===== config.mk =====
export PLATFORM = sky130hd
export DESIGN_NAME = mq_pop_sched_1k1l
export DESIGN_NICKNAME = d
export VERILOG_FILES = /design/src/rtl/mq_pop_sched_1k1l.sv
export SDC_FILE = /design/constraint.sdc
export NUM_CORES = 2
export LEC_CHECK = 0
export CAP_MARGIN = 20
export CORE_UTILIZATION = 45
export CTS_CLUSTER_SIZE = 16
export DETAILED_ROUTE_END_ITERATION = 10
export PLACE_DENSITY_LB_ADDON = 0.08
export SYNTH_ARGS = -nofsm -noshare
export SYNTH_HDL_FRONTEND = slang
export SYNTH_SLANG_ARGS = --single-unit
export TNS_END_PERCENT = 20

===== constraint.sdc =====
create_clock -name clk -period 13 [get_ports clk]
set_input_delay 2.6 -clock clk [delete_from_list [all_inputs] [get_ports clk]]
set_output_delay 2.6 -clock clk [all_outputs]
set_load 0.05 [all_outputs]

===== src/rtl/mq_pop_sched_1k1l.sv =====
// mq_pop_sched_1k1l: credit-limited round-robin pop scheduler with tagged read-return FIFO
//   clk, rst (async, active-low)
//   ready             queue initialised; gates pop issue
//   push, pu_adr      observed queue push, used to track per-queue occupancy
//   pop, po_adr       registered pop request to the queue
//   po_dvld, po_dout  pop data returned DELAY cycles after pop
//   out_vld/out_rdy   valid/ready output carrying out_que (queue id) and out_data
//   err               sticky protocol error (queue overflow, unexpected/missing return, FIFO overflow)
module mq_pop_sched_1k1l #(
  parameter int NUMQUEU = 64,
  parameter int BITQUEU = 6,
  parameter int DEPTH   = 32,
  parameter int BITADDR = 5,
  parameter int WIDTH   = 8,
  parameter int DELAY   = 4,
  parameter int FIFODEP = 8,
  parameter int BITFIFO = 3
) (
  input  logic               clk,
  input  logic               rst,
  input  logic               ready,
  input  logic               push,
  input  logic [BITQUEU-1:0] pu_adr,
  output logic               pop,
  output logic [BITQUEU-1:0] po_adr,
  input  logic               po_dvld,
  input  logic [WIDTH-1:0]   po_dout,
  output logic               out_vld,
  output logic [BITQUEU-1:0] out_que,
  output logic [WIDTH-1:0]   out_data,
  input  logic               out_rdy,
  output logic               err
);
  logic [BITADDR:0]         cnt [NUMQUEU];
  logic [BITQUEU-1:0]       rr_ptr, win;
  logic [BITQUEU:0]         sum;
  logic                     found, issue;
  logic [BITFIFO:0]         inflight, fifo_cnt;
  logic [DELAY-1:0]         exp_vld;
  logic [BITQUEU-1:0]       exp_id [DELAY];
  logic [BITQUEU+WIDTH-1:0] mem [FIFODEP];
  logic [BITFIFO-1:0]       wptr, rptr;
  logic                     tail_vld, wr_req, full, wr, rd, q_ovf;
  // Scan from the highest offset down so the last hit is the queue closest to rr_ptr.
  always_comb begin
    found = 1'b0;
    win = rr_ptr;
    sum = '0;
    for (int i = NUMQUEU - 1; i >= 0; i--) begin
      sum = {1'b0, rr_ptr} + (BITQUEU+1)'(i);
      sum = sum >= (BITQUEU+1)'(NUMQUEU) ? sum - (BITQUEU+1)'(NUMQUEU) : sum;
      if (cnt[sum[BITQUEU-1:0]] != '0) begin
        found = 1'b1;
        win = sum[BITQUEU-1:0];
      end
    end
  end
  // Credits cover every word that is either buffered or still on its way back.
  assign issue    = ready && found &&
                    ({1'b0, fifo_cnt} + {1'b0, inflight} < (BITFIFO+2)'(FIFODEP));
  assign tail_vld = exp_vld[DELAY-1];
  assign wr_req   = po_dvld && tail_vld;
  assign full     = fifo_cnt == (BITFIFO+1)'(FIFODEP);
  assign wr       = wr_req && !full;
  assign rd       = out_vld && out_rdy;
  assign out_vld  = fifo_cnt != '0;
  assign {out_que, out_data} = mem[rptr];
  // A push to a full queue is only an error if it is not paired with a pop of that queue.
  assign q_ovf    = push && cnt[pu_adr] == (BITADDR+1)'(DEPTH) && !(issue && win == pu_adr);
  for (genvar g = 0; g < NUMQUEU; g++) begin : g_cnt
    logic inc, dec;
    assign inc = push && pu_adr == BITQUEU'(g);
    assign dec = issue && win == BITQUEU'(g);
    always_ff @(posedge clk or negedge rst)
      if (!rst) cnt[g] <= '0;
      else cnt[g] <= (dec && !inc) ? cnt[g] - 1'b1 :
                     (inc && !dec && cnt[g] != (BITADDR+1)'(DEPTH)) ? cnt[g] + 1'b1 : cnt[g];
  end
  always_ff @(posedge clk or negedge rst)
    if (!rst) begin
      pop      <= 1'b0;
      po_adr   <= '0;
      rr_ptr   <= '0;
      inflight <= '0;
      exp_vld  <= '0;
      for (int i = 0; i < DELAY; i++) exp_id[i] <= '0;
      for (int i = 0; i < FIFODEP; i++) mem[i] <= '0;
      wptr     <= '0;
      rptr     <= '0;
      fifo_cnt <= '0;
      err      <= 1'b0;
    end else begin
      pop      <= issue;
      po_adr   <= issue ? win : po_adr;
      rr_ptr   <= !issue ? rr_ptr : win == BITQUEU'(NUMQUEU - 1) ? '0 : win + 1'b1;
      inflight <= (issue && !tail_vld) ? inflight + 1'b1 :
                  (!issue && tail_vld) ? inflight - 1'b1 : inflight;
      exp_vld  <= {exp_vld[DELAY-2:0], pop};
      for (int i = DELAY - 1; i > 0; i--) exp_id[i] <= exp_id[i-1];
      exp_id[0] <= po_adr;
      if (wr) mem[wptr] <= {exp_id[DELAY-1], po_dout};
      wptr     <= wr ? wptr + 1'b1 : wptr;
      rptr     <= rd ? rptr + 1'b1 : rptr;
      fifo_cnt <= (wr && !rd) ? fifo_cnt + 1'b1 : (!wr && rd) ? fifo_cnt - 1'b1 : fifo_cnt;
      err      <= err || q_ovf || (po_dvld != tail_vld) || (wr_req && full);
    end
endmodule

-- Word-level counts from Yosys, hierarchy flattened
Cells that the tools add are included.
- bitwise gates (word level): 67
- reduce and logical (&&, ||, !) cells: 604
- eq/ne operators: 194
- mux-type cells: 526
- add/sub/neg operators: 263
- order comparisons: 133
- operator list (kind ; number):
    binary-select mux 6 bit (select 6 bit) ; 65
    2-to-1 mux 6 bit ; 387
    >= comparator 7 bit, second input constant ; 128
    subtractor 6 x 1 -> 6 bit, second input constant ; 128
    inverter 6 -> 7 bit ; 65
    adder 6 x 1 -> 6 bit, second input constant ; 65
    equality test 6 bit, second input constant ; 65
    inequality test 6 bit, second input constant ; 64
    nonzero test 6 bit ; 64
    logical AND 1 bit ; 334
    adder 6 x 6 -> 7 bit, second input constant ; 32
    equality test 6 x 5 -> 1 bit, second input constant ; 32
    logical NOT 1 bit ; 134
    nonzero test 2 bit ; 66
    adder 6 x 5 -> 7 bit, second input constant ; 16
    bitwise mux 112 bit ; 1
    equality test 6 x 4 -> 1 bit, second input constant ; 16
    2-to-1 mux 1 bit ; 64
    adder 6 x 4 -> 7 bit, second input constant ; 8
    equality test 6 x 3 -> 1 bit, second input constant ; 8
    binary-select mux 14 bit (select 3 bit) ; 1
    demux 14 bit (select 3 bit) ; 1
    2-to-1 mux 14 bit ; 3
    adder 6 x 3 -> 7 bit, second input constant ; 4
    20 further kinds ; 36
- logic and storage cells: 1872
- input port bits: 20
- output and inout port bits: 23
- register bits after elaboration: 552

-- Logic depth before layout (Yosys ltp)
- depth after elaboration: 80
- gate-level depth with buffers: 46
- depth with buffers taken out: 31

-- Worst setup path before layout
No wires, ideal clock.
- kind: register to register
- start: register rr_ptr[1]
- end: register cnt[341] (netlist bit)
- cell stages (with the launch flop): 43
- buffers on the path: 14
- clock period less this slack: 9.427 ns
- arrival time: 9.347 ns
- library setup time: 0.079 ns
- path slack: 3.573 ns
- data required time: 12.921 ns
- cell sequence: dfrtp_1 -> buf_2 -> inv_2 -> buf_4 -> buf_2 -> buf_2 -> buf_2 -> clkbuf_1 -> ha_1 -> buf_2 -> inv_2 -> buf_2 -> buf_2 -> buf_2 -> mux4_2 -> nor3_1 -> o211ai_1 -> a211oi_1 -> [... 7 more ...] -> and2_1 -> or2_2 -> inv_1 -> ha_1 -> clkbuf_1 -> clkbuf_1 -> buf_1 -> nand4_1 -> inv_1 -> ha_1 -> a21o_1 -> a21oi_1 -> nor2b_1 -> o21a_1 -> nor2_1 -> nand2_1 -> mux2_2 -> mux2i_1
- elaborated cells between the ends (all ways): 713
- classes of those cells: add/sub (127); order compare (64); eq/ne (1); mux (385); bitwise (64); reduce/logical (72)
- RTL lines (what ; RTL line ; text):
    start, declared ; 35 ; logic [BITQUEU-1:0] rr_ptr, win;
    start signal, assigned ; 95 ; rr_ptr <= !issue ? rr_ptr : win == BITQUEU'(NUMQUEU - 1) ? '0 : win + 1'b1;
    adder 6 x 6 -> 7 bit ; 50 ; sum = {1'b0, rr_ptr} + (BITQUEU+1)'(i);
    subtractor 6 x 1 -> 6 bit / >= comparator 7 bit (equally long branches) ; 51 ; sum = sum >= (BITQUEU+1)'(NUMQUEU) ? sum - (BITQUEU+1)'(NUMQUEU) : sum;
    2-to-1 mux 6 bit ; 51 ;
    inverter 6 -> 7 bit (implied by the code) ; 52 ; if (cnt[sum[BITQUEU-1:0]] != '0) begin
    binary-select mux 6 bit (select 6 bit) ; 52 ;
    2-to-1 mux 6 bit (implied by the code) (2 in a row) ; 52 ;
    nonzero test 6 bit ; 52 ;
    2-to-1 mux 6 bit (63 in a row) ; 52 ;
    2-to-1 mux 6 bit (*) ; 52 ;
    net win[1] ; 35 ;
    equality test 6 x 3 -> 1 bit (*) ; 73 ; assign dec = issue && win == BITQUEU'(g);
    logical AND 1 bit (*) ; 73 ;
    logical NOT 1 bit ; 77 ; (inc && !dec && cnt[g] != (BITADDR+1)'(DEPTH)) ? cnt[g] + 1'b1 : cnt[g];
    logical AND 1 bit (2 in a row) ; 77 ;
    nonzero test 2 bit (no source line) ; - ;
    end signal, assigned by index ; 76 ; else cnt[g] <= (dec && !inc) ? cnt[g] - 1'b1 :
    end, declared ; 34 ; logic [BITADDR:0] cnt [NUMQUEU];
Mark *: on every way through the listed nets, which the timed path passes. The rest lies on a longest branch. The select of a mux whose other input is x is not followed.
A chain may end at the register's enable or synchronous reset.

-- Worst setup path after layout
- start: register rr_ptr[0]
- end: register cnt[197] (netlist bit)
- elaborated cells between the ends (all ways): 713
- classes of those cells: add/sub (127); order compare (64); eq/ne (1); mux (385); bitwise (64); reduce/logical (72)
- RTL lines (what ; RTL line):
    adder 6 x 6 -> 7 bit ; 50
    subtractor 6 x 1 -> 6 bit / >= comparator 7 bit (equally long branches) ; 51
    2-to-1 mux 6 bit ; 51
    inverter 6 -> 7 bit (implied by the code) ; 52
    binary-select mux 6 bit (select 6 bit) ; 52
    2-to-1 mux 6 bit (implied by the code) (2 in a row) ; 52
    nonzero test 6 bit ; 52
    2-to-1 mux 6 bit (63 in a row) ; 52
    2-to-1 mux 6 bit (*) ; 52
    net win[1] ; 35
    equality test 6 x 5 -> 1 bit (*) ; 73
    logical AND 1 bit (*) ; 73
    logical NOT 1 bit ; 77
    logical AND 1 bit (2 in a row) ; 77
    nonzero test 2 bit (no source line) ; -
Marked as above.

==> flow_summary_export.csv <==
group,metric,value,unit
worst_setup_path,max_stage_delay,1.00,ns
finish,top_library_cells_by_usage_in_the_layout_fill_and_taps_aside,"545 x sky130_fd_sc_hd__dfrtp_1, 497 x sky130_fd_sc_hd__nor2_1, 396 x sky130_fd_sc_hd__a21oi_1",
logic_synthesis,synth_edf_count,0,
global_routing,first_pass_grt_wire_length,440900,um
worst_setup_path,path_common_cell,"sky130_fd_sc_hd__buf_4",
power,leak_pwr,29.37,nW
logic_synthesis,ys_seq_area_share,22.52,%
worst_setup_path,crit_path_start_kind,"register",
worst_setup_path,cp_endpoint_kind,"register",
floorplan,effective_utilization_at_floorplan,45.33,%
logic_synthesis,post_synthesis_net_count,7309,
drt,detail_route.wirelength,313000,um
run_status,outcome,"complete, no violations",
sta,max_slew.worst_pin.slew,1.316,ns
logic_synthesis,synth_area_per_cell,8.842,um^2
logic_synthesis,yosysWarnings,0,
finish,fraction_of_final_layout_cells_with_drive_strength_greater_than_1,17.23,%
drt,drt_pass1_iterations,9,
global_routing,grt_start_max_net_pins,159,
logic_synthesis,synth.ff_latch_count,552,
worst_setup_path,critical_path.slowest_cell,"sky130_fd_sc_hd__nor3b_1",
floorplan,ios,43,
sta,timing.clock.skew,0.07078,ns
drt,iteration_0_drc_markers,9482,
sta,max_clock_freq,81.10,MHz
logic_synthesis,synth_flop_cell,"sky130_fd_sc_hd__dfrtp_1",
sta,rsz_0062_raised_after_global_routing,"false",
worst_setup_path,crit_type,"register to register",
global_routing,grt_pass1_vias,58660,
sta,worst_slew_margin_rel,12.26,%
floorplan,std_cell_rows,135,
clock_network,cts-root-to-sink-buffers,3,
global_routing,antenna_violations_before_repair,18,
sta,final_total_negative_setup_slack,0,ns
worst_setup_path,worstPathMaxFanout,41,
place,gp_routability_congestion,1.139,
clock_network,post-cts-setup-buffers,0,
worst_setup_path,worst-endpoint-arrival,12.95,ns
drt,drt_drc_violations_left,0,
finish,finalNetCount,7209,
place,port_buffers,42,
sta,period_utilization_post_route,94.85,%
clock_network,h-tree-depth,3,
logic_synthesis,syn_inst,6937,
sta,period_minus_slack,12.33,ns
global_routing,overflow,0,
clock_network,cts_tree,"done",
logic_synthesis,synth.distinct_cells,129,
worst_hold_path,hold_path_class,"register to register",
drt,dr_total_vias,63130,
sta,setup_viol_count_final,0,
finish,n_fill_cell,12940,
power,power.ir.vdd_worst,0.1090,mV
floorplan,fp.dieArea,0.1378,mm^2
flow_run,cap_viol_max_count,0,
global_routing,grtUsageTotal,44.55,%
power,power_per_cell_area,93.36,mW/mm^2
logic_synthesis,post_synth_instance_area,0.06134,mm^2
clock_network,cts_buffers,72,
clock_network,clk_pin_slew,0.07,ns
clock_network,cts_sinks,552,
sta,timing_max_transition_violations_final,0,
finish,syn2layout_area_growth,8.739,%
clock_network,cts_hold_repair.buffers,0,
drt,avgViaCountPerCell,7.264,
clock_network,clock_tree.root_cell,"sky130_fd_sc_hd__clkbuf_16",
worst_setup_path,cp_top_family,"simple AND/OR/NAND/NOR gates",
floorplan,dieWidth,371.2,um
floorplan,fp.dieH,371.2,um
worst_setup_path,cp_num_buf_inv,6,
finish,most_frequent_standard_cell_in_the_layout_excluding_fill_and_tap_cells,"sky130_fd_sc_hd__dfrtp_1",
clock_network,ctsResizeCount,0,
sta,timing.hold.ws,0.3391,ns
clock_network,clock_latency,0.72,ns
sta,hold_violations,0,
floorplan,core_ar,0.1353,mm^2
logic_synthesis,ys_async_sr_fraction,100.0,%
drt,avgRoutedWirePerCell,36.02,um
drt,ant_nets,0,
worst_setup_path,crit_required,13.61,ns
place,place.detailed.hpwl,240700,um
-- metrics by stage --
stage	instance area [um^2]	worst slack, ns	cells	utilization [%]	total power [mW]
after floorplan	61340	3.573	6937	-	3.233
final	66700	0.6695	8690	49.30	6.227
after global placement	64070	0.8769	8529	47.36	4.047
after global routing	66660	0.7164	8674	49.27	6.417
after detailed placement	64120	1.192	8534	47.39	4.054
after CTS	66530	1.155	8664	49.17	6.153
-- cell families (layout without fill, tap and decap cells) --
group                    after synthesis  after routing  synth area share (%)
AND/OR/NAND/NOR                     2341           2341                 20.37
XOR/XNOR                             373            373                 5.326
AO/OA/AOI/OAI                       1851           1851                 21.54
other                                  0             16                     0
adder cells (fa/ha/maj)              352            352                 7.976
multiplexers                         719            719                 16.89
flip-flops                           552            552                 22.52
buffers and inverters                749            705                 5.379
-- state kept, by name, summed over array words and instances (netlist names), 4 cells and up --
register,flops
mem,112
po_adr,6
cnt,384
exp_id,24
exp_vld,4
inflight,4
rr_ptr,6
fifo_cnt,4
-- final timing paths --
path                            startpoint         to  slack [ns]  cells past startpoint
worst max-delay path             rr_ptr[0]   cnt[197]        0.67                     33
worst min-delay path             exp_id[9]  exp_id[3]        0.34                      0
worst max register to register   rr_ptr[0]   cnt[197]        0.67                     33
worst min register to register   exp_id[9]  exp_id[3]        0.34                      0
max in group asynchronous              rst    cnt[94]        8.88                      3
min in group asynchronous              rst   mem[104]        1.89                      1
-- synthesized netlist by cell type (186+ instances only) --
cell type                    n  area [um^2]
sky130_fd_sc_hd__mux4_2    217         4887
sky130_fd_sc_hd__mux2_2    260         2928
sky130_fd_sc_hd__inv_1     251        942.2
sky130_fd_sc_hd__nor4_1    202         1264
sky130_fd_sc_hd__clkbuf_1  286         1074
sky130_fd_sc_hd__nand2_1   381         1430
sky130_fd_sc_hd__mux2i_1   190         1902
sky130_fd_sc_hd__ha_1      287         3591
sky130_fd_sc_hd__nor3_1    303         1516
sky130_fd_sc_hd__o21ai_0   198        991.0
sky130_fd_sc_hd__nor2_1    501         1881
sky130_fd_sc_hd__a21oi_1   397         1987
sky130_fd_sc_hd__nand3_1   186        930.9
sky130_fd_sc_hd__xnor2_1   261         2286
sky130_fd_sc_hd__dfrtp_1   552        13810
-- where the power goes --
group	switching, mW	total (mW)	internal, mW	leakage, nW
Combinational	1.30	2.02	0.726	20.9
Clock	0.886	2.08	1.19	1.18
Sequential	0.307	2.12	1.82	7.29
Total	2.49	6.23	3.74	29.4
-- metal layers --
metal	up-vias	wire length [um]	GRT usage, %	share of wire, %
li1	26500	-	-	-
met1	31070	117800	55.91	38
met2	4334	128900	64.63	41
met3	1219	36290	12.58	12
met4	8	29910	33.78	9.6
met5	-	49	0	0.016
-- area by class of cell --
cell class / instances / area [um^2] / area share (%)
clock buffer: 100 / 2047 / 3.069
clock inverter: 30 / 370.4 / 0.5553
multi-input combinational: 5636 / 44580 / 66.84
timing repair buffer: 313 / 2609 / 3.911
antenna: 16 / 40.04 / 0.06003
inverter: 262 / 989.7 / 1.484
tap: 1781 / 2228 / 3.341
sequential: 552 / 13830 / 20.73
Note: power is estimated with default switching activity, not from simulation.
